### config.mk
export PLATFORM = sky130hd
export DESIGN_NAME = instr_mem_responder
export DESIGN_NICKNAME = d
export VERILOG_FILES = /design/src/rtl/imem_pkg.sv /design/src/rtl/byte_ram.sv /design/src/rtl/instr_mem_responder.sv
export SDC_FILE = /design/constraint.sdc
export NUM_CORES = 2
export LEC_CHECK = 0
export BUFFER_PORTS_ARGS = -buffer_cell sky130_fd_sc_hd__clkbuf_2
export CAP_MARGIN = 20
export CELL_PAD_IN_SITES_DETAIL_PLACEMENT = 1
export CELL_PAD_IN_SITES_GLOBAL_PLACEMENT = 1
export CORE_ASPECT_RATIO = 1.75
export CORE_MARGIN = 1.5
export CORE_UTILIZATION = 49
export CTS_CLUSTER_DIAMETER = 60
export DETAILED_ROUTE_END_ITERATION = 10
export HOLD_SLACK_MARGIN = 0.03
export PLACE_DENSITY_LB_ADDON = 0.1
export SLEW_MARGIN = 30
export SYNTH_ARGS = -nofsm -noshare
export SYNTH_HDL_FRONTEND = slang
export SYNTH_SLANG_ARGS = --single-unit
### constraint.sdc
create_clock -name clk -period 12.6 [get_ports clk]
set_input_delay 2.52 -clock clk [delete_from_list [all_inputs] [get_ports clk]]
set_output_delay 2.52 -clock clk [all_outputs]
set_load 0.01 [all_outputs]
### src/rtl/imem_pkg.sv
// Shared definitions for the instruction memory responder.
//   state_e       : responder state (LOAD, IDLE, BUSY)
//   INSTR_WIDTH   : width of an assembled instruction word
//   ALIGN_MASK    : low address bits that must be zero for a word fetch
//   is_misaligned : true when a byte address is not word aligned
package imem_pkg;

    localparam int         INSTR_WIDTH = 32;
    localparam logic [1:0] ALIGN_MASK  = 2'b11;

    typedef enum logic [1:0] {
        LOAD = 2'b00,
        IDLE = 2'b01,
        BUSY = 2'b10
    } state_e;

    function automatic logic is_misaligned(input logic [1:0] addr_lsb);
        return |(addr_lsb & ALIGN_MASK);
    endfunction

endpackage

### src/rtl/byte_ram.sv
// Byte-wide storage for the instruction memory responder.
// One synchronous write port and four combinational read ports, so that a
// full little-endian word can be assembled in a single cycle. The array has
// no reset: its contents survive a responder reset.
//   clk            : clock
//   wr_en          : write strobe
//   wr_addr        : byte index to write
//   wr_data        : byte to write
//   rd_addr0..3    : byte indices to read
//   rd_data0..3    : bytes read combinationally
module byte_ram #(
    parameter int MEM_BYTES = 256,
    parameter int IDX_W     = $clog2(MEM_BYTES)
) (
    input  logic             clk,
    input  logic             wr_en,
    input  logic [IDX_W-1:0] wr_addr,
    input  logic [7:0]       wr_data,
    input  logic [IDX_W-1:0] rd_addr0,
    input  logic [IDX_W-1:0] rd_addr1,
    input  logic [IDX_W-1:0] rd_addr2,
    input  logic [IDX_W-1:0] rd_addr3,
    output logic [7:0]       rd_data0,
    output logic [7:0]       rd_data1,
    output logic [7:0]       rd_data2,
    output logic [7:0]       rd_data3
);

    logic [7:0] mem_r [0:MEM_BYTES-1];

    // Synchronous byte write; the array is deliberately never cleared.
    always_ff @(posedge clk) begin
        if (wr_en) begin
            mem_r[wr_addr] <= wr_data;
        end
    end

    assign rd_data0 = mem_r[rd_addr0];
    assign rd_data1 = mem_r[rd_addr1];
    assign rd_data2 = mem_r[rd_addr2];
    assign rd_data3 = mem_r[rd_addr3];

endmodule

### src/rtl/instr_mem_responder.sv
// Instruction-fetch responder: serially loaded byte memory that answers
// fetch requests with a little-endian 32-bit word after LATENCY cycles.
//   clk        : clock, all state changes on the rising edge
//   rst        : synchronous active-low reset
//   load_valid : loader byte present
//   load_byte  : byte to store at the load pointer
//   load_done  : loader finished (last beat or standalone)
//   load_ready : loader beat accepted this cycle
//   req_valid  : fetch request present
//   req_addr   : fetch byte address
//   req_ready  : request accepted when req_valid && req_ready
//   rsp_valid  : one-cycle response strobe
//   rsp_instr  : fetched instruction, little-endian
//   rsp_err    : misaligned request, qualified by rsp_valid
module instr_mem_responder
    import imem_pkg::*;
#(
    parameter int ADDR_WIDTH = 8,
    parameter int MEM_BYTES  = 256,
    parameter int LATENCY    = 2
) (
    input  logic                   clk,
    input  logic                   rst,
    input  logic                   load_valid,
    input  logic [7:0]             load_byte,
    input  logic                   load_done,
    output logic                   load_ready,
    input  logic                   req_valid,
    input  logic [ADDR_WIDTH-1:0]  req_addr,
    output logic                   req_ready,
    output logic                   rsp_valid,
    output logic [INSTR_WIDTH-1:0] rsp_instr,
    output logic                   rsp_err
);

    localparam int               IDX_W    = $clog2(MEM_BYTES);
    localparam int               CNT_W    = 2;
    localparam logic [CNT_W-1:0] CNT_INIT = CNT_W'(LATENCY - 1);
    localparam logic [CNT_W-1:0] CNT_ZERO = CNT_W'(0);
    localparam logic [IDX_W-1:0] PTR_LAST = IDX_W'(MEM_BYTES - 1);

    state_e                 state_r;
    state_e                 state_nxt_s;
    logic [IDX_W-1:0]       ptr_r;
    logic [CNT_W-1:0]       cnt_r;
    logic [IDX_W-1:0]       addr_r;
    logic                   rsp_valid_r;
    logic [INSTR_WIDTH-1:0] rsp_instr_r;
    logic                   rsp_err_r;

    logic                   load_ready_s;
    logic                   req_ready_s;
    logic                   accept_s;
    logic                   wr_en_s;
    logic                   rsp_fire_s;
    logic [7:0]             rd_data0_s;
    logic [7:0]             rd_data1_s;
    logic [7:0]             rd_data2_s;
    logic [7:0]             rd_data3_s;

    // Byte indices wrap naturally in IDX_W bits, i.e. modulo MEM_BYTES.
    byte_ram #(
        .MEM_BYTES (MEM_BYTES),
        .IDX_W     (IDX_W)
    ) u_byte_ram (
        .clk      (clk),
        .wr_en    (wr_en_s),
        .wr_addr  (ptr_r),
        .wr_data  (load_byte),
        .rd_addr0 (addr_r),
        .rd_addr1 (addr_r + IDX_W'(1)),
        .rd_addr2 (addr_r + IDX_W'(2)),
        .rd_addr3 (addr_r + IDX_W'(3)),
        .rd_data0 (rd_data0_s),
        .rd_data1 (rd_data1_s),
        .rd_data2 (rd_data2_s),
        .rd_data3 (rd_data3_s)
    );

    // State register.
    always_ff @(posedge clk) begin
        if (!rst) begin
            state_r <= LOAD;
        end else begin
            state_r <= state_nxt_s;
        end
    end

    // Next-state logic. The BUSY cycle with a zero counter is the response
    // cycle: its ending edge raises rsp_valid and may accept the next request.
    always_comb begin
        state_nxt_s = state_r;
        case (state_r)
            LOAD: begin
                if (load_done || (load_valid && (ptr_r == PTR_LAST))) begin
                    state_nxt_s = IDLE;
                end else begin
                    state_nxt_s = LOAD;
                end
            end
            IDLE: begin
                if (req_valid) begin
                    state_nxt_s = BUSY;
                end else begin
                    state_nxt_s = IDLE;
                end
            end
            BUSY: begin
                if (cnt_r == CNT_ZERO) begin
                    if (req_valid) begin
                        state_nxt_s = BUSY;
                    end else begin
                        state_nxt_s = IDLE;
                    end
                end else begin
                    state_nxt_s = BUSY;
                end
            end
            default: begin
                state_nxt_s = LOAD;
            end
        endcase
    end

    // Handshake and strobe decode from the registered state.
    always_comb begin
        load_ready_s = 1'b0;
        req_ready_s  = 1'b0;
        rsp_fire_s   = 1'b0;
        case (state_r)
            LOAD: begin
                load_ready_s = 1'b1;
            end
            IDLE: begin
                req_ready_s = 1'b1;
            end
            BUSY: begin
                if (cnt_r == CNT_ZERO) begin
                    req_ready_s = 1'b1;
                    rsp_fire_s  = 1'b1;
                end else begin
                    req_ready_s = 1'b0;
                    rsp_fire_s  = 1'b0;
                end
            end
            default: begin
                load_ready_s = 1'b0;
                req_ready_s  = 1'b0;
                rsp_fire_s   = 1'b0;
            end
        endcase
        accept_s = req_valid && req_ready_s;
        wr_en_s  = load_valid && load_ready_s;
    end

    // Load pointer, latched address, latency counter and response registers.
    always_ff @(posedge clk) begin
        if (!rst) begin
            ptr_r       <= {IDX_W{1'b0}};
            cnt_r       <= CNT_ZERO;
            addr_r      <= {IDX_W{1'b0}};
            rsp_valid_r <= 1'b0;
            rsp_instr_r <= {INSTR_WIDTH{1'b0}};
            rsp_err_r   <= 1'b0;
        end else begin
            if (wr_en_s) begin
                ptr_r <= ptr_r + IDX_W'(1);
            end

            // Address bits above the memory index are dropped here.
            if (accept_s) begin
                addr_r <= req_addr[IDX_W-1:0];
                cnt_r  <= CNT_INIT;
            end else if ((state_r == BUSY) && (cnt_r != CNT_ZERO)) begin
                cnt_r <= cnt_r - CNT_W'(1);
            end

            rsp_valid_r <= rsp_fire_s;

            // Data and error only change on a response; otherwise they hold.
            if (rsp_fire_s) begin
                rsp_err_r <= is_misaligned(addr_r[1:0]);
                if (is_misaligned(addr_r[1:0])) begin
                    rsp_instr_r <= {INSTR_WIDTH{1'b0}};
                end else begin
                    rsp_instr_r <= {rd_data3_s, rd_data2_s, rd_data1_s, rd_data0_s};
                end
            end
        end
    end

    assign load_ready = load_ready_s;
    assign req_ready  = req_ready_s;
    assign rsp_valid  = rsp_valid_r;
    assign rsp_instr  = rsp_instr_r;
    assign rsp_err    = rsp_err_r;

endmodule

==> reports/qor.txt <==
via/cell ratio - 8.40
Initial Utilization - 49.3%
die width - 393 um
actual slew at the worst max-slew pin - 1200 ps
Worst Skew - 71.9 ps
site row count - 250
largest net degree at the start of global routing - 133
critical path type - reg2reg
worst hold path stage count - 1
leading cell types in the layout, fill and taps excluded - mux4_2, edfxtp_1, nand2_1
DRC violations left - 0
Mapped Area - 131,000 um^2
Switch Pwr - 0.00406 W
Clock Pin Slew Worst Setup and Hold Paths - 70 ps
sequential cell area fraction in the yosys report - 48.0%
switching share of power - 25.0%
Final Hold Fails - 0
# IOs - 57
htree depth - 4
Pwr per Cell Area - 113 nW/um^2
Period minus WS final - 6860 ps
Root Buffer - clkbuf_16
fin crit share - 54.5%
commonest non-fill, non-tap cell in the layout - mux4_2
Flop pwr share - 47.6%
Die Ht - 686 um
vias in the first global route - 93,100
CORE AREA - 265,000 um^2
post-synthesis cell type count - 60
register area - 62,800 um^2
share of power burned in combinational logic - 9.5%
Area growth, synth to finish - 10.3%
Routed Antenna Nets - 0
max_cap viols - 0
Hold Buf Count CTS - 0
Clock Latency Late Sink - 960 ps
Clock Sink Count - 2,110
crit path DAT - 7650 ps
Setup TNS Final - 0 ps
global route overflow - 0
Final setup violation count - 0
CTS tree - done
EDFF count, synth - 2,048
gpl congestion - 1.04
Port Buffers - 56
Pint - 0.0122 W
Post-CTS Setup Inserts - 0
depth of the most critical reg-to-reg path - 10
outcome - completed
number of non-filler instances in the completed layout - 11,400
total track usage - 45.9%
Post-DP HPWL - 415,000 um
average wire per standard cell - 54.2 um
total wire length - 620,000 um
Clk pwr share - 42.9%
CTS buffer count - 215
fill cell count - 23,600
maximum VDD drop - 0.111 mV
Post-Syn Area per Cell - 16.9 um^2
worst rel slew slack - 19.6%
share of synthesized registers carrying an async set or reset - 0%
Iter 0 DRT Violations - 16,500
Worst Hold Class - reg2reg
layout cells sized above 1 - 41.6%
fin. max-slew vios - 0
Placed Cells - 11,000
post-synthesis cell count - 7,748
Achievable Freq - 146 MHz
startpoint types - register
first-pass GRT wire length - 836,000 um
CP Data Required Time - 13,390 ps
Clock Path Buffers - 4
router iterations before antenna repair - 8
NumNets Final - 7,700
RSZ-0062 raised after global routing - no
post-cts sizing count - 0
DR vias - 96,000
Leakage - 42.0 nW
Yosys reg bits - 2,110
crit-path max FO - 100
initial antenna violation count - 79
syn nets - 7,784
area of the multi-input gates - 65,400 um^2
prevailing post-synth register cell - edfxtp_1
YS warnings - 0
die outline area - 270,000 um^2
crit end category - register
## cells by family (layout without fill, tap and decap cells)
group	after synthesis	count (layout)	share of synthesized area, %
AO/OA/AOI/OAI	430	430	2.40
XOR/XNOR	29	29	0.200
adder cells (fa/ha/maj)	15	15	0.144
buffers and inverters	790	874	2.65
flip-flops	2110	2110	48.0
multiplexers	2430	2430	40.3
other	0	67	0
AND/OR/NAND/NOR	1944	1944	6.29
## final timing paths
| path | start | to | slack, ps |
|---|---|---|---|
| setup / recovery | addr_r[0] | rsp_instr[9] | 5740 |
| setup reg to reg | addr_r[0] | rsp_instr[9] | 5740 |
| hold reg to reg | rsp_instr[24] | rsp_instr[24] | 520 |
| hold / removal | rsp_instr[24] | rsp_instr[24] | 520 |
## synth_stat cells (all sizes together), types with 30 or more instances
master,count,area share (%)
a21oi,49,0.20
buf,418,1.6
o21ai,35,0.13
a32oi,80,0.54
nor2,303,0.87
a31oi,94,0.45
dfxtp,62,0.95
nand3,376,1.4
nand4,60,0.29
mux4,2262,39
edfxtp,2048,47
mux2i,150,1.1
clkbuf,361,1.0
nand2,1077,3.1
o22ai,30,0.14
## worst max-delay path: stages, from the launching register on
cell and delay [ps]:
dfxtp_4 860, buf_4 750, buf_4 780, buf_4 780, buf_12 640, mux4_2 620, mux4_2 620, nand2_1 120
nand3_1 280, a41oi_1 760, o21ai_0 160
## final cells by class
cell class | count | area share (%)
sequential | 2110 | 43.6
antenna | 67 | 0.116
clock buffer | 254 | 3.93
tap | 3528 | 3.06
inverter | 11 | 0.0313
multi-input combinational | 4848 | 45.3
timing repair buffer | 478 | 2.79
clock inverter | 131 | 1.17
## metal layers
metal  vias up  wire length (um)  global-route usage (%)
li1      33200                 -                       -
met2      9424            285000                    70.2
met5         -               508                   0.304
met3      2648             76500                    13.5
met4        64             77000                    44.5
met1     50600            181000                    50.9
## registers in the layout (all words and copies together) (netlist names), named ones only
signal	flops
addr_r	8
cnt_r	2
ptr_r	8
rsp_err	1
rsp_instr	32
rsp_valid	1
state_r	2
u_byte_ram.mem_r	2048
## power by group through the flow
stage,Sequential (W),Clock [W],Combinational [W]
2_1_floorplan,0.00786,0,0.000806
3_3_place_gp,0.00788,0,0.00143
3_5_place_dp,0.00788,0,0.00145
4_1_cts,0.00773,0.00698,0.00146
5_1_grt,0.00773,0.00717,0.00154
6_report,0.00773,0.00698,0.00154
## stage by stage
step | hold WS [ps] | worst slack [ps] | utilization (%) | cell area, um^2 | total power [W]
2_1_floorplan | 484 | 8300 | - | 131000 | 0.00867
3_3_place_gp | 482 | 5170 | 51.3 | 136000 | 0.00931
3_5_place_dp | 480 | 5970 | 51.5 | 136000 | 0.00934
4_1_cts | 501 | 5940 | 54.2 | 144000 | 0.0162
5_1_grt | 510 | 5550 | 54.4 | 144000 | 0.0164
6_report | 518 | 5740 | 54.4 | 144000 | 0.0163
Power figures use the tool's default switching activity.
